### src/rtl/uart_transmitter.sv
// UART transmitter: start bit, 8 data bits LSB first, optional parity, stop bit.
// Define UART_TX_PARITY_EN to include the parity bit (parity = ^data).
module uart_transmitter #(
  parameter int CLKS_PER_BIT = 868
) (
  input  logic       clk,
  input  logic       reset,
  input  logic       tx_valid,
  input  logic [7:0] tx_data,
  output logic       tx_ready,
  output logic       tx_done,
  output logic       txout
);

  localparam int CW = (CLKS_PER_BIT > 1) ? $clog2(CLKS_PER_BIT) : 1;
  localparam logic [CW-1:0] LAST = CW'(CLKS_PER_BIT - 1);

  typedef enum logic [2:0] {
    S_IDLE,
    S_START,
    S_DATA,
`ifdef UART_TX_PARITY_EN
    S_PARITY,
`endif
    S_STOP
  } state_t;

  state_t        state, state_next;
  logic [CW-1:0] baud_cnt, baud_next;
  logic [2:0]    bit_idx, bit_next;
  logic [7:0]    shift, shift_next;
  logic          txout_next, ready_next, done_next;
  logic          accept, bit_end;
`ifdef UART_TX_PARITY_EN
  logic          parity_q;
`endif

  assign accept  = tx_valid && tx_ready;
  assign bit_end = (baud_cnt == LAST);

  // Valid/ready: a byte moves when tx_valid && tx_ready are both high at a rising edge.
  always_ff @(posedge clk) begin
    if (reset) begin
      state    <= S_IDLE;
      baud_cnt <= '0;
      bit_idx  <= '0;
      shift    <= '0;
      txout    <= 1'b1;
      tx_ready <= 1'b1;
      tx_done  <= 1'b0;
    end else begin
      state    <= state_next;
      baud_cnt <= baud_next;
      bit_idx  <= bit_next;
      shift    <= shift_next;
      txout    <= txout_next;
      tx_ready <= ready_next;
      tx_done  <= done_next;
    end
  end

`ifdef UART_TX_PARITY_EN
  always_ff @(posedge clk) begin
    if (reset)       parity_q <= 1'b0;
    else if (accept) parity_q <= ^tx_data;
  end
`endif

  always_comb begin
    state_next = state;
    bit_next   = bit_idx;
    shift_next = shift;
    baud_next  = (state == S_IDLE || bit_end) ? '0 : baud_cnt + 1'b1;
    case (state)
      S_IDLE: begin
        bit_next = '0;
        if (accept) begin
          state_next = S_START;
          shift_next = tx_data;
        end
      end
      S_START: if (bit_end) state_next = S_DATA;
      S_DATA: begin
        if (bit_end) begin
          if (bit_idx == 3'd7) begin
`ifdef UART_TX_PARITY_EN
            state_next = S_PARITY;
`else
            state_next = S_STOP;
`endif
          end else begin
            shift_next = shift >> 1;
            bit_next   = bit_idx + 3'd1;
          end
        end
      end
`ifdef UART_TX_PARITY_EN
      S_PARITY: if (bit_end) state_next = S_STOP;
`endif
      S_STOP: if (bit_end) state_next = S_IDLE;
      default: state_next = S_IDLE;
    endcase
  end

  // Outputs are decoded from the next state so the registered pins line up with it.
  always_comb begin
    txout_next = 1'b1;
    case (state_next)
      S_START:  txout_next = 1'b0;
      S_DATA:   txout_next = shift_next[0];
`ifdef UART_TX_PARITY_EN
      S_PARITY: txout_next = parity_q;
`endif
      default:  txout_next = 1'b1;
    endcase
    ready_next = (state_next == S_IDLE);
    done_next  = (state == S_STOP) && (state_next == S_IDLE);
  end

endmodule

### config.mk
export PLATFORM = sky130hd
export DESIGN_NAME = uart_transmitter
export DESIGN_NICKNAME = d
export VERILOG_FILES = /design/src/rtl/uart_transmitter.sv
export SDC_FILE = /design/constraint.sdc
export NUM_CORES = 1
export LEC_CHECK = 0
export ABC_AREA = 1
export CORE_MARGIN = 1
export CORE_UTILIZATION = 40
export DETAILED_ROUTE_END_ITERATION = 8
export SLEW_MARGIN = 15
export SYNTH_ARGS = -nofsm -noshare
export SYNTH_HDL_FRONTEND = slang
export SYNTH_SLANG_ARGS = --single-unit
### constraint.sdc
create_clock -name clk -period 4.15 [get_ports clk]
set_input_delay 0.83 -clock clk [delete_from_list [all_inputs] [get_ports clk]]
set_output_delay 0.83 -clock clk [all_outputs]
set_load 0.02 [all_outputs]
==> results.md <==
* Outcome: completed
* Syn Area/Cell at slightly above 7 um2
* Largest net degree at the start of global routing at 16
* Number of H-tree levels at 1
* Critical path's top delay family: buffers and inverters
* Critical path buffer and inverter count at 1
* Root Buffer: clkbuf_4
* Vias in the first global route at 1013
* Clock Pin Slew Worst Setup and Hold Paths at around 0.15 ns
* CTS Buffer Depth at 2
* Pins Over Slew Limit at 0
* Worst skew pair latency at 0.32 ns
* Sequential cell area fraction in the yosys report at 41.1%
* Static Leak at 0.000662 uW
* Total Routing Usage GR at 15.5%
* Avg Vias per Cell at roughly 4.6
* CP max FO at 2
* Total die area at 3520 um2
* I/O pin total at 14
* Slew @ Worst Pin at 0.565 ns
* Fmax achieved at roughly 0.48 GHz
* Worst setup EP type: output port
* Die X at 59.3 um
* Cells resized by post-CTS repair at 0
* CP max stage delay at 0.60 ns
* Final Critical Period at approximately 2.1 ns
* Critical path data required time at 3.32 ns
* Sink Count at 27
* FFs w/ async S/R, synth at 0%
* Nets@finish at 216
* Synth area leader: dfxtp_1
* Critical Path Source Type: flop
* CTS tree: yes
* Number of max-cap violations at 0
* TritonCTS buffer count at 3
* Post-synthesis cell type count at 26
* Sequential Area at 541 um2
* First-pass GRT wire length at 4090 um
* CP arrival at 1.26 ns
* Post-synth top area share at 41.1%
* VDD IR max at roughly 120 uV
* Layout cells sized above 1 at 11.4%
* RD Place Congestion at 0.739
* Synth area leaders: dfxtp_1, nand2_1, inv_1
* Core area at 3080 um2
* Routed wire per std cell at 9.57 um
* Top cells by count, synth: nand2_1, dfxtp_1, inv_1
* Synthesized cell area at 1310 um2
* Warnings, synthesis at 0
* RSZ-0062 raised after global routing: false
* Max_slew headroom at between 60 and 70%
* Post-synthesis cell count at 185
* Final setup TNS at 0 ns
* FP Rows at 20
* GRT overflow at 0
* Clk_skew at 0.0136 ns
* EDFF count, synth at 0
* Synthesized flop and latch total at 27
* Slowest-stage cell, CP: clkdlybuf4s50_1
* DR iter-0 viols at 20
* Fin util at 49.3%
* Starting density of the core at between 40% and 50%
* Vias at 1127
* Worst setup path category: flop to output port
* HPWL after DPL at 1820 um
* Period Utilization, post-route at around 50%
* Worst hold path type: flop to flop
* Fill count at 315
* DR pass1 iterations at 4
* Net count after synthesis at ~200
* Main synth FF type: dfxtp_1
* # hold bufs at CTS at 0
* Critical Path, Cell by Cell: clkdlybuf4s50_1
* Number of inserted diodes at 0
* Final Hold Vio Count at 0
* DRC viols at 0
* PortBufs at 13
* Area growth from synthesis to layout at 15.6%
* Total Wirelength at 2350 um
* Count leader, synth: nand2_1
* Setup violators final at 0
* Setup bufs post-CTS at 0
* Initial antenna violation count at 0
* Power per Cell Area at 283 nW/um2
* Die Height at 59.3 um
* Area of the multi-input gates at 661 um2
* ANT nets after route at 0
## per-layer routing
metal  share of wire, %  track usage (%)  vias to the layer above
met5                  0                0                        -
met1                 47             18.3                      503
met2                 49             27.3                       20
met4               0.77             7.82                        0
met3                3.2             2.18                        2
li1                   -                -                      602
## cell families after synthesis
logic type,count (synthesis),synth area share (%)
flip-flops,27,41.1
adder cells (fa/ha/maj),3,2.86
other,1,0.285
AO/OA/AOI/OAI,22,10.7
AND/OR/NAND/NOR,101,35.1
XOR/XNOR,2,1.33
buffers and inverters,29,8.57
## cell type report
type | instances | share of cell area, %
repair buffers | 13 | 8.57
flip-flops and latches | 27 | 35.6
well taps | 44 | 3.62
clock inverters | 1 | 0.329
multi-input cells | 129 | 43.5
clock buffers | 3 | 1.48
inverters | 28 | 6.92
## layout by cell type, fill, tap and decap left out
| cell | count |
|---|---|
| nand3_2 | 1 |
| o21a_1 | 2 |
| nor2_4 | 3 |
| clkdlybuf4s50_1 | 13 |
| o21ai_1 | 2 |
| inv_2 | 3 |
| a211oi_1 | 1 |
| nand2_1 | 54 |
| xnor2_1 | 1 |
| nor3b_1 | 2 |
| o21ai_0 | 1 |
| inv_1 | 24 |
| nor2_1 | 22 |
| a21oi_1 | 10 |
| nor2_2 | 1 |
| dfxtp_1 | 27 |
| clkbuf_4 | 3 |
| nand3_1 | 10 |
| ha_1 | 3 |
| a21oi_2 | 6 |
| nor3_1 | 3 |
| clkinv_2 | 1 |
| nand2_2 | 3 |
| nand2_4 | 1 |
| clkinv_1 | 1 |
| xor2_1 | 1 |
| conb_1 | 1 |
| nor3_4 | 1 |
## flip-flops by register name (all words and copies together), names as in the netlist
name and flops:
baud_cnt 10, shift 8, bit_idx 3, state 3, tx_done 1, tx_ready 1
txout 1
## final timing paths
check,startpoint,end,slack (ns),cells past startpoint
max,tx_ready,tx_ready,2.06,1
min,baud_cnt[0],baud_cnt[0],0.46,1
max reg2reg,baud_cnt[0],shift[4],2.46,8
min reg2reg,baud_cnt[0],baud_cnt[0],0.46,1
## metrics by stage
stage                     setup WS (ns)  std cells  power [uW]  instance area, um2  hold slack [ns]
after floorplan                    2.59        185         306                1310            0.418
after global placement             1.78        241         322                1490            0.425
after detailed placement           1.74        241         324                1490            0.435
after CTS                          2.03        245         436                1520            0.461
after global routing               1.97        245         451                1520            0.494
final                              2.06        245         429                1520            0.458
## where the power goes
part / leakage (uW) / switching, uW / internal (uW)
clock: 0.0000177 / 75.7 / 36.1
combinational: 0.000425 / 25.2 / 21.0
sequential: 0.000219 / 4.34 / 267
total: 0.000662 / 105 / 324
Power figures use the tool's default switching activity.
